File: src/rtl/piece_move_ctrl.sv
// Falling-piece move sequencer: issues candidate moves to a registered collision
// checker, then commits, rejects, or hands the piece to the board for locking.
module piece_move_ctrl #(
   parameter logic [3:0] SPAWN_X = 4'd6,
   parameter logic [4:0] SPAWN_Y = 5'd19
) (
   input  logic        clk,
   input  logic        rst,
   input  logic        cmd_valid,
   input  logic [2:0]  cmd_op,
   input  logic [15:0] spawn_float,
   output logic        cmd_ready,
   output logic [3:0]  chk_pos_x,
   output logic [4:0]  chk_pos_y,
   output logic [15:0] chk_float,
   input  logic        chk_valid,
   output logic [3:0]  piece_x,
   output logic [4:0]  piece_y,
   output logic [15:0] piece_float,
   output logic        piece_active,
   output logic        done,
   output logic        accepted,
   output logic        lock_req,
   input  logic        lock_ack,
   output logic        game_over
);

   typedef enum logic [1:0] {
      ST_IDLE = 2'd0,
      ST_WAIT = 2'd1,
      ST_EVAL = 2'd2,
      ST_LOCK = 2'd3
   } state_t;

   localparam logic [2:0] OP_SPAWN  = 3'd0;
   localparam logic [2:0] OP_LEFT   = 3'd1;
   localparam logic [2:0] OP_RIGHT  = 3'd2;
   localparam logic [2:0] OP_ROTATE = 3'd3;
   localparam logic [2:0] OP_DOWN   = 3'd4;
   localparam logic [2:0] OP_HARD   = 3'd5;

   // Clockwise quarter turn inside the 4x4 box: cell (row, col) moves to (3-col, row).
   function automatic logic [15:0] rotate_cw(input logic [15:0] old);
      logic [15:0] rot;
      rot = 16'h0000;
      for (int row = 0; row < 4; row++) begin
         for (int col = 0; col < 4; col++) begin
            rot[4'((3 - col) * 4 + row)] = old[4'(row * 4 + col)];
         end
      end
      return rot;
   endfunction

   state_t      state_r, state_s;
   logic [2:0]  op_r, op_s;
   logic [3:0]  chk_x_s, piece_x_s;
   logic [4:0]  chk_y_s, piece_y_s;
   logic [15:0] chk_float_s, piece_float_s;
   logic        active_s, done_s, acc_s, lock_s, over_s, ready_s;
   logic        reject_s;

   // A SPAWN is legal only with no piece in play; every other op needs one.
   assign reject_s = game_over
                   | (cmd_op > OP_HARD)
                   | ((cmd_op == OP_SPAWN) && piece_active)
                   | ((cmd_op != OP_SPAWN) && !piece_active);

   // Next-state, candidate and commit logic.
   always_comb begin
      state_s       = state_r;
      op_s          = op_r;
      chk_x_s       = chk_pos_x;
      chk_y_s       = chk_pos_y;
      chk_float_s   = chk_float;
      piece_x_s     = piece_x;
      piece_y_s     = piece_y;
      piece_float_s = piece_float;
      active_s      = piece_active;
      done_s        = 1'b0;
      acc_s         = 1'b0;
      lock_s        = lock_req;
      over_s        = game_over;

      case (state_r)
         ST_IDLE: begin
            if (cmd_valid) begin
               op_s = cmd_op;
               if (reject_s) begin
                  done_s = 1'b1;
               end else begin
                  state_s     = ST_WAIT;
                  chk_x_s     = piece_x;
                  chk_y_s     = piece_y;
                  chk_float_s = piece_float;
                  case (cmd_op)
                     OP_SPAWN: begin
                        chk_x_s     = SPAWN_X;
                        chk_y_s     = SPAWN_Y;
                        chk_float_s = spawn_float;
                     end
                     OP_LEFT:   chk_x_s     = piece_x - 4'd1;
                     OP_RIGHT:  chk_x_s     = piece_x + 4'd1;
                     OP_ROTATE: chk_float_s = rotate_cw(piece_float);
                     OP_DOWN:   chk_y_s     = piece_y - 5'd1;
                     OP_HARD:   chk_y_s     = piece_y - 5'd1;
                     default:   state_s     = ST_IDLE;
                  endcase
               end
            end else begin
               state_s = ST_IDLE;
            end
         end

         ST_WAIT: begin
            state_s = ST_EVAL;
         end

         ST_EVAL: begin
            if (chk_valid) begin
               piece_x_s     = chk_pos_x;
               piece_y_s     = chk_pos_y;
               piece_float_s = chk_float;
               if (op_r == OP_SPAWN) begin
                  active_s = 1'b1;
               end else begin
                  active_s = piece_active;
               end
               if (op_r == OP_HARD) begin
                  chk_y_s = chk_pos_y - 5'd1;
                  state_s = ST_WAIT;
               end else begin
                  state_s = ST_IDLE;
                  done_s  = 1'b1;
                  acc_s   = 1'b1;
               end
            end else begin
               case (op_r)
                  OP_SPAWN: begin
                     over_s  = 1'b1;
                     state_s = ST_IDLE;
                     done_s  = 1'b1;
                  end
                  OP_DOWN, OP_HARD: begin
                     state_s = ST_LOCK;
                     lock_s  = 1'b1;
                  end
                  default: begin
                     state_s = ST_IDLE;
                     done_s  = 1'b1;
                  end
               endcase
            end
         end

         ST_LOCK: begin
            if (lock_ack) begin
               lock_s   = 1'b0;
               active_s = 1'b0;
               done_s   = 1'b1;
               acc_s    = (op_r == OP_HARD);
               state_s  = ST_IDLE;
            end else begin
               state_s = ST_LOCK;
            end
         end

         default: begin
            state_s = ST_IDLE;
         end
      endcase

      ready_s = (state_s == ST_IDLE);
   end

   // State and output registers; reset abandons any command or lock in progress.
   always_ff @(posedge clk) begin
      if (rst) begin
         state_r      <= ST_IDLE;
         op_r         <= OP_SPAWN;
         cmd_ready    <= 1'b1;
         chk_pos_x    <= 4'd0;
         chk_pos_y    <= 5'd0;
         chk_float    <= 16'h0000;
         piece_x      <= SPAWN_X;
         piece_y      <= SPAWN_Y;
         piece_float  <= 16'h0000;
         piece_active <= 1'b0;
         done         <= 1'b0;
         accepted     <= 1'b0;
         lock_req     <= 1'b0;
         game_over    <= 1'b0;
      end else begin
         state_r      <= state_s;
         op_r         <= op_s;
         cmd_ready    <= ready_s;
         chk_pos_x    <= chk_x_s;
         chk_pos_y    <= chk_y_s;
         chk_float    <= chk_float_s;
         piece_x      <= piece_x_s;
         piece_y      <= piece_y_s;
         piece_float  <= piece_float_s;
         piece_active <= active_s;
         done         <= done_s;
         accepted     <= acc_s;
         lock_req     <= lock_s;
         game_over    <= over_s;
      end
   end

endmodule

File: config.mk
export PLATFORM = sky130hd
export DESIGN_NAME = piece_move_ctrl
export DESIGN_NICKNAME = d
export VERILOG_FILES = /design/src/rtl/piece_move_ctrl.sv
export SDC_FILE = /design/constraint.sdc
export NUM_CORES = 1
export LEC_CHECK = 0
export ABC_CLOCK_PERIOD_IN_PS = 2900
export CORE_MARGIN = 2
export CORE_UTILIZATION = 25
export CTS_CLUSTER_SIZE = 40
export DETAILED_ROUTE_END_ITERATION = 7
export PLACE_DENSITY = 0.44
export SETUP_SLACK_MARGIN = 0.5
export SYNTH_ARGS = -nofsm -noshare
export SYNTH_HDL_FRONTEND = slang
export SYNTH_SLANG_ARGS = --single-unit
File: constraint.sdc
create_clock -name clk -period 2.9 [get_ports clk]
set_input_delay 0.435 -clock clk [delete_from_list [all_inputs] [get_ports clk]]
set_output_delay 0.435 -clock clk [all_outputs]
set_load 0.01 [all_outputs]
Word level (Yosys, flattened, before mapping) --
Index checks and enable logic that the tools add are counted. W data, S select, Z words.
Cells by class: magnitude comparators 1, bitwise gates (word level) 5, eq/ne operators 18, muxes and demuxes 33, reductions and logical operators 20, $add $sub $neg 4
Operators by type and width (count):
- $pmux W16 S2 | 1
- $mux W5 | 4
- $pmux W5 S2 | 2
- $ne A2 B2 Y1 const B | 8
- $mux W1 | 15
- $eq A3 B3 Y1 const B | 4
- $pmux W4 S3 | 1
- $mux W2 | 5
- $sub A5 B1 Y5 const B | 2
- $pmux W2 S4 | 1
- $reduce_and A4 Y1 | 2
- $eq A3 B2 Y1 const B | 2
- $logic_not A3 Y1 | 2
- $pmux W1 S2 | 3
- $reduce_and A3 Y1 | 2
- $reduce_or A6 Y1 | 1
- $reduce_and A5 Y1 | 1
- $add A4 B1 Y4 const B | 1
- $eq A2 B2 Y1 const B | 2
- $logic_not A2 Y1 | 2
- $reduce_and A2 Y1 | 2
- $reduce_bool A2 Y1 | 2
- $reduce_or A2 Y1 | 2
- $sub A4 B1 Y4 const B | 1
- 9 further kinds | 13
Word-level totals: logic and storage cells 95, input bits 24, register bits 61, output and inout port bits 56

Depth between registers and ports, before layout --
depth after elaboration 8, mapped depth 9, depth with buffers taken out 8

Worst setup path after synthesis --
Ideal clock, no wire load.
path kind input -> register, from input port cmd_op[0], to register chk_pos_x[3], arrival 2.342 ns, cell stages on the path 9, required time 2.841 ns, path buffers 1, setup time 0.059 ns, setup slack 0.499 ns, cell sequence clkbuf_1 nand2b_1 nand2b_1 ha_1 a21o_1 a21oi_1 mux2_2 o31ai_1 o221a_2
On the way: word-level cells in the longest chain between the ends 6, elaborated cells on any way between the ends 13, classes of those cells order compare (1); eq/ne (2); mux (1); bitwise (4); reduce/logical (5)
RTL lines:
- start, declared | RTL line 10 | input logic [2:0] cmd_op,
- $gt A3 B3 Y1 / $logic_not A3 Y1 (equally long branches) | RTL line 64, 65, 95
- $or A1 B1 Y1 / $logic_and A1 B1 Y1 (equally long branches) | RTL line 64, 65
- $or A1 B1 Y1 | RTL line 65 | | ((cmd_op == OP_SPAWN) && piece_active)
- $or A1 B1 Y1 | RTL line 66 | | ((cmd_op != OP_SPAWN) && !piece_active);
- $not A1 Y1 (no line)
- $reduce_and A3 Y1 (no line)
- end signal, assigned | RTL line 196 | chk_pos_x <= chk_x_s;
- end, declared | RTL line 13 | output logic [3:0] chk_pos_x,
Several ways; a longest one is shown, not always the timed one. A chain may end at the register's enable or synchronous reset.

Worst setup path in the final report --
Same ends and word-level chain as after synthesis.

==> flow_metrics.py <==
metrics = {
    "status": {
        "run_status": "completed",
    },
    "setup_path": {
        "rrSetupSlack_ns": 1.13,
        "cp-end-kind": "flop",
        "worstSetupPathType": "in2reg",
        "path_max_fanout": 4,
        "worstPathArrival_ns": 2.59,
        "ff2ff_path_depth": 6,
        "startpoint_type": "input port",
        "r2r_start": "piece_x[1]",
        "worstPathRequired_ns": 3.17,
        "rr_endpoint": "chk_pos_x[3]",
        "startpoint": "cmd_op[0]",
        "cp-endpoint": "chk_pos_x[3]",
    },
    "timing": {
        "finalCritPeriodShare_pct": 79.99,
        "worst_pin_slew_ns": 0.6824,
        "setup_viol": 0,
        "final_max_slew_viol_count": 0,
        "fmax_mhz": 431.1,
        "fin_hold_ws_ns": 0.4732,
        "fin_crit_ns": 2.320,
        "final.setup_skew_ns": 0.004941,
        "hold_violations": 0,
        "fin_setup_tns_ns": 0,
        "max_slew_margin_pct": 54.50,
        "fin_ws_ns": 0.5802,
        "rsz0062_at_grt": "no",
    },
    "detailed_routing": {
        "routed_via_density": 4.788,
        "drc_errors": 0,
        "routedWlPerCell_um": 15.83,
        "antenna_left": 0,
        "drtIter0Drc": 180,
        "dr.pass1.iters": 5,
        "drt-total-wl_um": 9467,
        "dr_total_vias": 2863,
    },
    "worst_hold_path": {
        "hp-start": "chk_float[4]",
        "hold_path.class": "reg2reg",
    },
    "synthesis": {
        "synth_cell_types": 51,
        "synth_area_leaders": "dfxtp_1 (40%), nand2_1 (7.8%), nor2_1 (5.8%)",
        "postSynthCellCount": 368,
        "yosysTopAreaCellShare_pct": 39.59,
        "yosysMostFrequentCell": "nand2_1",
        "yosysTopAreaCell": "dfxtp_1",
        "ys_top_cells_by_count": "nand2_1 (64), dfxtp_1 (61), nor2_1 (48), a21oi_1 (31)",
        "synthFlopType": "dfxtp_1",
        "synth_nets": 397,
        "syn_avg_cell_area_um2": 8.381,
        "synth_edf_count": 0,
        "yosysSeqAreaShare_pct": 39.59,
        "synth.yosys.warnings": 0,
        "async_flop_share_pct": 0,
        "ys_seq_elements": 61,
        "synth_area_mm2": 0.003084,
    },
    "layout": {
        "multi_input_area_mm2": 0.001685,
        "instances_no_fill": 598,
        "area_growth_pct": 41.22,
        "drive_above_1_share_pct": 14.63,
        "fill_cells": 1245,
        "fin_nets": 477,
        "regArea_mm2": 0.001221,
        "antenna_cells": 0,
    },
    "job": {
        "maxCapViolCount": 0,
    },
    "floorplanning": {
        "initial_core_util_pct": 25.68,
        "dieWidth_um": 115.1,
        "io_pins": 80,
        "dieArea_mm2": 0.01324,
        "dieHeight_um": 115.1,
        "core-area_mm2": 0.01201,
        "row_count": 40,
    },
    "placed_design": {
        "preCtsSetupSlack_ns": 0.1104,
        "hpwl_um": 6511,
        "gp_congestion": 0.7995,
        "io_buffer_count": 79,
        "place_inst": 583,
    },
    "power": {
        "p_per_area_mw_per_mm2": 500.0,
        "p_leak_nw": 1.534,
        "peakVddDrop_mv": 0.2410,
        "finalPower_mw": 2.178,
    },
    "global_routing": {
        "grt_pass1_vias": 2798,
        "grt-ovfl-total": 0,
        "antenna_found_initial": 0,
        "grt_max_degree": 32,
        "grt_pass1_wl_um": 15000,
        "grt_usage_pct": 14.72,
    },
    "cts": {
        "cts.sinks": 61,
        "numCtsBuffers": 9,
        "cts_buffer_depth": 2,
        "cts_max_level": 3,
        "clk_latency_ns": 0.33,
        "cts_tree": "yes",
        "path_clk_slew_ns": 0.05,
        "postCtsHoldBufs": 0,
        "cts-root-buf": "clkbuf_16",
    },
}
## cell families (layout without fill, tap and decap cells)
kind of cell	after synthesis	after routing	share of synthesized area, %
multiplexers	8	8	2.678
AO/OA/AOI/OAI	94	94	22.39
flip-flops	61	61	39.59
AND/OR/NAND/NOR	159	159	25.96
XOR/XNOR	3	3	0.8521
buffers and inverters	38	121	6.247
adder cells (fa/ha/maj)	5	5	2.272
## flip-flops by register name, summed over array words and instances (netlist names), 2 cells and up
signal / count
chk_pos_y: 5
piece_x: 4
chk_pos_x: 4
chk_float: 16
state_r: 2
piece_float: 16
op_r: 3
piece_y: 5
## final cells by class
type | count | area share [%]
Multi-Input combinational cell | 269 | 38.70
Sequential cell | 61 | 28.04
Timing Repair Buffer | 95 | 21.11
Clock buffer | 13 | 6.205
Tap cell | 147 | 4.223
Inverter | 12 | 1.034
Clock inverter | 1 | 0.6895
## power breakdown
part | total, mW | switching [mW] | internal [mW]
clock network | 1.09 | 0.364 | 0.726
registers | 0.870 | 0.0146 | 0.856
logic | 0.218 | 0.116 | 0.102
total | 2.18 | 0.494 | 1.68
## worst min path at each step
stage / slack [ns] / depth (start not counted) / to
global placement: 0.46 / 2 / piece_x[0]
detailed placement: 0.46 / 2 / piece_float[2]
floorplan: 0.49 / 2 / piece_x[3]
finish: 0.47 / 2 / piece_float[4]
global route: 0.49 / 2 / chk_pos_x[2]
CTS: 0.48 / 2 / piece_float[2]
## layer usage
layer  global-route usage (%)  wire length (um)
met1                    20.16              4667
met5                        0                 0
met3                    2.478               326
met4                    6.426               175
met2                    22.82              4298
## layout by cell type, fill, tap and decap left out, types with 3 or more instances in the layout
cell,n
buf_4,15
a211oi_1,13
inv_1,12
nor2b_1,3
a21oi_1,30
a22oi_1,13
o211ai_1,3
clkbuf_8,3
o221ai_2,6
clkdlybuf4s50_1,76
a311oi_1,3
clkbuf_16,9
nor3_2,13
nor2_1,47
nor3_1,5
nand2_1,64
dfxtp_1,61
a21oi_2,7
ha_1,4
o22a_1,4
nand2b_1,7
mux2i_1,6
## worst max-delay path: stages
cell,delay [ns]
clkdlybuf4s50_1,0.45
nand2b_4,0.17
nand2b_1,0.19
ha_1,0.28
a21o_1,0.18
a21oi_2,0.14
mux2_2,0.35
o31ai_1,0.19
o221a_2,0.21
## metrics by stage
stage / utilization (%) / instance area [um^2]
6_report: 36.26 / 4355
5_1_grt: 36.26 / 4355
4_1_cts: 36.18 / 4345
3_5_place_dp: 33.61 / 4038
3_3_place_gp: 33.61 / 4038
2_1_floorplan: - / 3088
## what timing repair did
item	CTS	global route
gates resized for setup	3	1
pin swaps	0	1
setup buffers	0	1
setup endpoints to repair	13	10
(Power assumes the default switching activity.)
